## src/rtl/int_sequencer.sv

```systemverilog
// Interrupt initiator: edge-detects int_req, waits out control flow, drains the pipeline,
// sequences the three PC/CCR push steps, loads the vector and blocks nesting until RTI.
module int_sequencer #(
  parameter logic [31:0] VECTOR_ADDR  = 32'h0000_0000,
  parameter int unsigned DRAIN_CYCLES = 3
) (
  input  logic        clk,
  input  logic        reset,
  input  logic        int_req,
  input  logic        stall,
  input  logic        branch_pending,
  input  logic        rti_done,
  output logic        int_active,
  output logic [1:0]  int_counter,
  output logic        fetch_freeze,
  output logic        inject_nop,
  output logic        pc_load,
  output logic [31:0] pc_target,
  output logic        in_service
);

  typedef enum logic [2:0] {
    StIdle,
    StWait,
    StDrain,
    StPush,
    StVector,
    StService
  } state_e;

  localparam logic [2:0] DrainLoad = 3'(DRAIN_CYCLES - 1);

  state_e     state_q, state_d;
  logic [2:0] cnt_q, cnt_d;
  logic       pending_q, pending_d;
  logic       int_req_q;
  logic       armed_q;
  logic       req_edge;

  // The first sample after reset only primes the history, so a level held through reset is
  // not mistaken for a new request.
  assign req_edge  = armed_q & int_req & ~int_req_q;
  assign pc_target = VECTOR_ADDR;

  always_ff @(posedge clk) begin
    if (!reset) begin
      state_q   <= StIdle;
      cnt_q     <= 3'd0;
      pending_q <= 1'b0;
      int_req_q <= 1'b0;
      armed_q   <= 1'b0;
    end else begin
      state_q   <= state_d;
      cnt_q     <= cnt_d;
      pending_q <= pending_d;
      int_req_q <= int_req;
      armed_q   <= 1'b1;
    end
  end

  always_comb begin
    state_d   = state_q;
    cnt_d     = cnt_q;
    pending_d = pending_q;
    unique case (state_q)
      StIdle: begin
        if (req_edge || pending_q) state_d = StWait;
      end
      StWait: begin
        if (!stall && !branch_pending) begin
          state_d   = StDrain;
          cnt_d     = DrainLoad;
          pending_d = 1'b0;
        end
      end
      StDrain: begin
        // cnt_q is already 0 on exit, which is the first push step.
        if (cnt_q == 3'd0) state_d = StPush;
        else               cnt_d   = cnt_q - 3'd1;
      end
      StPush: begin
        if (cnt_q == 3'd2) begin
          state_d = StVector;
          cnt_d   = 3'd0;
        end else begin
          cnt_d = cnt_q + 3'd1;
        end
      end
      StVector: begin
        state_d = StService;
      end
      StService: begin
        if (rti_done) state_d = (pending_q || req_edge) ? StWait : StIdle;
      end
      default: begin
        state_d = StIdle;
      end
    endcase
    // A fresh edge wins over the clear on leaving WAIT: it is a new, distinct request.
    if (req_edge) pending_d = 1'b1;
  end

  always_comb begin
    int_active   = 1'b0;
    int_counter  = 2'd0;
    fetch_freeze = 1'b0;
    inject_nop   = 1'b0;
    pc_load      = 1'b0;
    in_service   = 1'b0;
    unique case (state_q)
      StDrain: begin
        fetch_freeze = 1'b1;
        inject_nop   = 1'b1;
      end
      StPush: begin
        fetch_freeze = 1'b1;
        inject_nop   = 1'b1;
        int_active   = 1'b1;
        int_counter  = cnt_q[1:0];
      end
      StVector: begin
        pc_load = 1'b1;
      end
      StService: begin
        in_service = 1'b1;
      end
      default: begin
      end
    endcase
  end

endmodule

```

## config.mk

```make
export PLATFORM = sky130hd
export DESIGN_NAME = int_sequencer
export DESIGN_NICKNAME = d
export VERILOG_FILES = /design/src/rtl/int_sequencer.sv
export SDC_FILE = /design/constraint.sdc
export NUM_CORES = 1
export LEC_CHECK = 0
export CORE_MARGIN = 2
export CORE_UTILIZATION = 35
export CTS_CLUSTER_DIAMETER = 40
export DETAILED_ROUTE_END_ITERATION = 7
export PLACE_DENSITY_LB_ADDON = 0.25
export SLEW_MARGIN = 20
export SYNTH_ARGS = -nofsm -noshare
export SYNTH_HDL_FRONTEND = slang
export SYNTH_SLANG_ARGS = --single-unit
```

## constraint.sdc

```tcl
create_clock -name clk -period 1.4 [get_ports clk]
set_input_delay 0.14 -clock clk [delete_from_list [all_inputs] [get_ports clk]]
set_output_delay 0.14 -clock clk [all_outputs]
set_load 0.005 [all_outputs]
```

==> metrics.md, run 1 <==
| Metric | Value |
|---|---|
| Run status | complete, no violations |
| Gp weighted congestion | 0.803 |
| Design area | ~1100 um2 |
| Clk_lat worst skew | 270 ps |
| Peak VDD IR | 0.000380 V |
| Number of synthesized flops with an enable pin | 0 |
| Net count reported at finish | 144 |
| Yosys reg bits | 9 |
| Max Cap Violations | 0 |
| Vias in the first global route | 587 |
| Pwr Density | 674 nW/um2 |
| Die Y | 53.1 um |
| Dpl hpwl | 1160 um |
| Routed WL | approximately 1600 um |
| Max-slew violations | 0 |
| Met2 Resource Use GR | 0.200 |
| Avg Cell Area, Syn | 8.20 um2 |
| Grt met1 use | 0.137 |
| WP data required | 1560 ps |
| Fmax | 744 MHz |
| Congestion Overflow GR | 0 |
| Hold EP | int_req_q$_SDFF_PN0_ |
| Tcrit/Tclk final | 0.960 |
| CTS Root Cell | clkbuf_4 |
| Initial core utilization | 0.375 |
| Synth top area cells | buf_4 30%, dfxtp_1 21%, ha_1 7.4% |
| Yosys top cell by area | buf_4 |
| First-pass GRT wire length | between 2000 and 2500 um |
| R2R Path Start | cnt_q[1]$_SDFFE_PN0P_ |
| TritonCTS buffer count | 3 |
| Initial antenna violation count | 0 |
| Largest net degree at the start of global routing | 11 |
| Most frequent cell after synthesis | buf_4 |
| Clock Power Share | 0.306 |
| Share of layout cells above drive strength 1 | 0.341 |
| TritonCTS clock tree | yes |
| Worst Hold Depth | 2 |
| Crit path launch type | register |
| Final Critical Period | between 1000 and 1500 ps |
| Core area | 2250 um2 |
| Row cnt | 17 |
| PortBufs | 12 |
| Vias | 684 |
| Worst setup EP type | register |
| P_int | 481 uW |
| Worst Hold Class | in2reg |
| Drt drc | 0 |
| Full die area | 2820 um2 |
| Worst reg2reg path depth | 6 |
| Critical path peak fanout | 3 |
| Clk buf depth | 2 |
| Gate count after technology mapping | 103 |
| Initial DRC Count | 6 |
| R2r endpoint | cnt_q[2]$_SDFFE_PN0P_ |
| Top FF cell, synth | dfxtp_1 |
| Diode count | 0 |
| Number of I/O pins | 45 |
| Area added between synthesis and finish | 24.6% |
| Placed instance area | 940 um2 |
| Area of the mapped netlist | approximately 840 um2 |
| Combinational fraction of design power | 0.292 |
| H-tree Lvls | 1 |
| NetSw | 228 uW |
| Total GRT Usage | 0.125 |
| Clk sinks | 9 |
| GRT busiest layer | met2 |
| Final Hold Vio Count | 0 |
| Hold_sp | int_req |
| Crit path kind | reg2reg |
| DRT antenna net count | 0 |
| LEAKAGE | 0.000511 uW |
| Final setup vio count | 0 |
| Syn. warnings | 0 |
| Drt pass-1 iters | 4 |
| Share of power burned in registers | 0.402 |
| Via/cell ratio | 4.28 |
| Worst Hold Margin | ~460 ps |
| Post-DR wirelength/cell | 10.3 um |
| Critical Path AT | 1500 ps |
| Met3 Use GR | 0.0282 |
| Synth cell types | 32 |
| Post-synth top area share | 0.302 |
| Final Skew | 4.24 ps |
| Reg-to-reg slack, setup | around 56 ps |
| Switching fraction of total power | 0.322 |
| Share of flip-flops with an asynchronous set or reset | 0 |
| RSZ-0062 raised after global routing | yes |
| Clock-pin slew on the worst setup and hold paths | around 70 ps |
| Seq/Total Area, Yosys | 0.213 |
| Post-synth top cells | 34 x buf_4, 9 x dfxtp_1, 5 x ha_1, 5 x inv_1, 5 x nor2_1 |
| Chip width | 53.1 um |
| Pwr Total | 709 uW |
## state kept, by name (all words and copies together) (netlist names)
name and flops:
armed_q 1, cnt_q 3, int_req_q 1, pending_q 1
state_q 3
## cell usage in the layout, fill, tap and decap left out, drive strengths merged, types with 2 or more instances in the layout
cell type      count
conb              32
nor3               4
nand2              3
clkbuf             4
inv                6
buf               19
mux2i              3
a21oi              4
ha                 5
nor2               5
and2               2
o21ai              6
nor2b              3
nand2b             2
clkdlybuf4s50      5
dfxtp              9
dlygate4sd2        3
o211ai             3
## cell type report
cell class	count	area (um2)
Clock buffer	3	22.5
Clock inverter	1	5.00
Fill cell	235	1200
Inverter	6	30.0
Multi-Input combinational cell	84	538
Sequential cell	9	189
Tap cell	28	35.0
Timing Repair Buffer	29	233
## metrics by stage
stage | std cells | util | TNS (ps) | worst slack (ps)
2_1_floorplan | 134 | - | 0 | 53.4
3_3_place_gp | 150 | 0.417 | 0 | 54.5
3_5_place_dp | 150 | 0.417 | 0 | 29.2
4_1_cts | 159 | 0.443 | 0 | 3.76
5_1_grt | 160 | 0.467 | -53.4 | -27.8
6_report | 160 | 0.467 | 0 | 56.3
## cells by family (layout without fill, tap and decap cells)
| logic type | Yosys count | count (layout) | share of synthesized area |
|---|---|---|---|
| buffers and inverters | 41 | 39 | 0.336 |
| AOI/OAI and AO/OA | 19 | 19 | 0.156 |
| muxes | 4 | 4 | 0.0489 |
| adders and majority gates | 5 | 5 | 0.0741 |
| and+or+nand+nor | 24 | 24 | 0.167 |
| DFF | 9 | 9 | 0.213 |
| other | 1 | 32 | 0.00444 |
## timing repair
item	CTS	global route
hold buffers	0	0
setup buffers	5	1
gates resized for setup	18	17
setup endpoints to repair	7	8
pin swaps	0	3
## power groups by stage
| stage | Clock, uW | Sequential [uW] | Combinational [uW] |
|---|---|---|---|
| 2_1_floorplan | 0 | 287 | 182 |
| 3_3_place_gp | 0 | 286 | 179 |
| 3_5_place_dp | 0 | 287 | 180 |
| 4_1_cts | 224 | 282 | 188 |
| 5_1_grt | 237 | 287 | 233 |
| 6_report | 217 | 285 | 207 |
## routing by layer
metal	wire, um	vias up
li1	-	338
met1	699	306
met2	783	35
met3	106	5
met4	51	0
met5	0	-
## how the worst max path moves through the flow
| stage | start | endpoint | slack [ps] | cells past startpoint |
|---|---|---|---|---|
| after CTS | state_q[2]$_SDFFE_PN0P_ | int_counter[1] | 4 | 4 |
| final | cnt_q[1]$_SDFFE_PN0P_ | cnt_q[2]$_SDFFE_PN0P_ | 60 | 6 |
| after global routing | cnt_q[0]$_SDFFE_PN0P_ | state_q[2]$_SDFFE_PN0P_ | -30 | 7 |
| after global placement | cnt_q[1]$_SDFFE_PN0P_ | cnt_q[2]$_SDFFE_PN0P_ | 50 | 6 |
| after detailed placement | cnt_q[0]$_SDFFE_PN0P_ | cnt_q[2]$_SDFFE_PN0P_ | 30 | 6 |
| after floorplan | cnt_q[0]$_SDFFE_PN0P_ | cnt_q[1]$_SDFFE_PN0P_ | 50 | 6 |
## critical path, cell delays in order (launching register included)
cell     delay (ps)
dfxtp_4         360
buf_4           140
ha_2            160
and2_4          150
a211o_1         250
nand4_1         100
mux2i_1          80
Power figures use the tool's default switching activity.
==> run 2, diff against run 1 <==
- GPL_TIMING_DRIVEN: default -> 0
==> metrics.md, run 2 (same netlist as run 1, synthesis figures left out) <==
| Metric | Value |
|---|---|
| Core area | 2250 um2 (unchanged) |
| CP Capture Point | in_service |
| Drt pass-1 iters | 4 (unchanged) |
| Most common cell after layout, fill and taps aside | buf_4 |
| Critical path cell sequence | or2b_1 > nor2_1 > dlygate4sd2_1 |
| Vias | 743 (+8.6%) |
| Placed instance area | 1120 um2 (+19%) |
| Critical Path Source | state_q[2]$_SDFFE_PN0P_ |
| Initial core utilization | 0.375 (unchanged) |
| TritonCTS clock tree | yes |
| Max-slew violations | 0 (unchanged) |
| Final Hold Vio Count | 0 (unchanged) |
| Critical Path AT | 1200 ps (-300 ps) |
| Post-DR wirelength/cell | 8.52 um (-17%) |
| R2R Path Start | cnt_q[0]$_SDFFE_PN0P_ |
| Worst reg2reg path depth | 6 (unchanged) |
| TritonCTS buffer count | 3 (unchanged) |
| LEAKAGE | 0.000662 uW (+30%) |
| Run status | complete, no violations |
| Via/cell ratio | 3.99 (-6.6%) |
| Storage cell area | 199 um2 (+5.3%) |
| Crit path launch type | register |
| Final setup vio count | 0 (unchanged) |
| Reg-to-reg slack, setup | 80 ps (+20 ps) |
| Drt drc | 0 (unchanged) |
| Largest net degree at the start of global routing | 10 (-1) |
| Filler instances | 229 (-2.6%) |
| Peak VDD IR | 0.000449 V (+18%) |
| Routed WL | 1590 um (-3.4%) |
| CTS Root Cell | clkbuf_4 |
| PortBufs | 12 (unchanged) |
| RSZ-0062 raised after global routing | no |
| Initial DRC Count | 11 (+5) |
| Clk_lat worst skew | 270 ps (about the same) |
| Fmax | 748 MHz (+0.52%) |
| Die Y | 53.1 um (unchanged) |
| Dpl hpwl | 1220 um (+4.6%) |
| Number of I/O pins | 45 (unchanged) |
| Largest regs | cnt_q x3, state_q x3 |
| Post-route setup slack | 63.2 ps (+6.90 ps) |
| Diode count | 0 (unchanged) |
| CP max-delay cell | dfxtp_4 |
| WP data required | 1260 ps (-300 ps) |
| Vias in the first global route | 626 (+6.6%) |
| Chip width | 53.1 um (unchanged) |
| Final Critical Period | 1340 ps (-6.90 ps) |
| Worst setup EP type | output pin |
| Design area | 1240 um2 (+18%) |
| CP max stage delay | 360 ps (about the same) |
| Max Cap Violations | 0 (unchanged) |
| Total GRT Usage | 0.117 (-0.00789) |
| Crit path kind | reg2out |
| Worst Hold Class | in2reg |
| DRT antenna net count | 0 (unchanged) |
| Net count reported at finish | 170 (+18%) |
| Gp weighted congestion | 0.726 (-9.7%) |
| Most frequent cells in the layout | 41 x buf_4, 32 x conb_1, 5 x nor2_1, 5 x dfxtp_4, 5 x clkdlybuf4s50_1 |
| Critical path peak fanout | 4 (+1) |
| Pwr Density | 594 nW/um2 (-12%) |
| Multi-input gate area | 522 um2 (-3.0%) |
| Clk sinks | 9 (unchanged) |
| Area added between synthesis and finish | 46.7% |
| First-pass GRT wire length | 2440 um (-0.57%) |
| Clock-pin slew on the worst setup and hold paths | 70 ps (about the same) |
| Tcrit/Tclk final | 0.955 (-0.00493) |
| Final Skew | 9.14 ps (+4.89 ps) |
| Full die area | 2820 um2 (unchanged) |
| Pre-CTS WS | -142 ps (-171 ps) |
| Clk buf depth | 2 (unchanged) |
| H-tree Lvls | 1 (unchanged) |
| R2r endpoint | cnt_q[2]$_SDFFE_PN0P_ |
| Share of layout cells above drive strength 1 | 0.424 (+0.0831) |
| Initial antenna violation count | 0 (unchanged) |
| Row cnt | 17 (unchanged) |
| Congestion Overflow GR | 0 (unchanged) |
[run 2: power breakdown]
part           switching (uW)  internal [uW]  total (uW)
sequential               16.2            267         284
clock                    94.8            105         200
combinational             107            146         253
total                     218            519         736
[run 2: area by class of cell]
| class | instances | area share |
|---|---|---|
| multi-input cells | 84 | 0.421 |
| flip-flops and latches | 9 | 0.161 |
| clock buffers | 3 | 0.0182 |
| well taps | 28 | 0.0283 |
| plain buffers | 35 | 0.212 |
| inverters | 6 | 0.0263 |
| clock inverters | 1 | 0.00404 |
| repair buffers | 20 | 0.129 |
[run 2: how the worst min path moves through the flow]
stage	startpoint	to	cells past startpoint
5_1_grt	reset	armed_q$_DFF_P_	1
3_5_place_dp	pending_q$_SDFFE_PN0P_	pending_q$_SDFFE_PN0P_	2
3_3_place_gp	pending_q$_SDFFE_PN0P_	pending_q$_SDFFE_PN0P_	2
4_1_cts	reset	armed_q$_DFF_P_	1
2_1_floorplan	reset	armed_q$_DFF_P_	0
6_report	reset	armed_q$_DFF_P_	1
[run 2: what timing repair did]
action,in CTS,in global routing
endpoints found under the setup margin,13,10
buffers inserted,8,0
hold buffers,0,0
resized for setup,25,12
hold endpoints to repair,0,0
pin swaps,1,2
[run 2: stage by stage]
stage                     hold slack [ps]  utilization  power, uW  instances  setup TNS [ps]
after floorplan                       168            -        469        134               0
after global placement                472        0.495        508        174            -619
after detailed placement              485        0.495        513        174            -748
after CTS                             348        0.543        733        186           -10.7
after global routing                  353        0.549        788        186               0
final                                 349        0.549        736        186               0
[run 2: metal layers]
metal / up-vias / GRT usage / wire length, um
li1: 388 / - / -
met1: 317 / 0.120 / 612
met2: 33 / 0.210 / 786
met3: 5 / 0.0226 / 146
met4: 0 / 0.0855 / 38
met5: - / 0 / 0
[run 2: critical path: cells and delay by family, from the launching register on]
family | cells | cell delay (ps)
buffers and inverters | 1 | 230
flip-flops | 1 | 360
AND/OR/NAND/NOR | 2 | 340
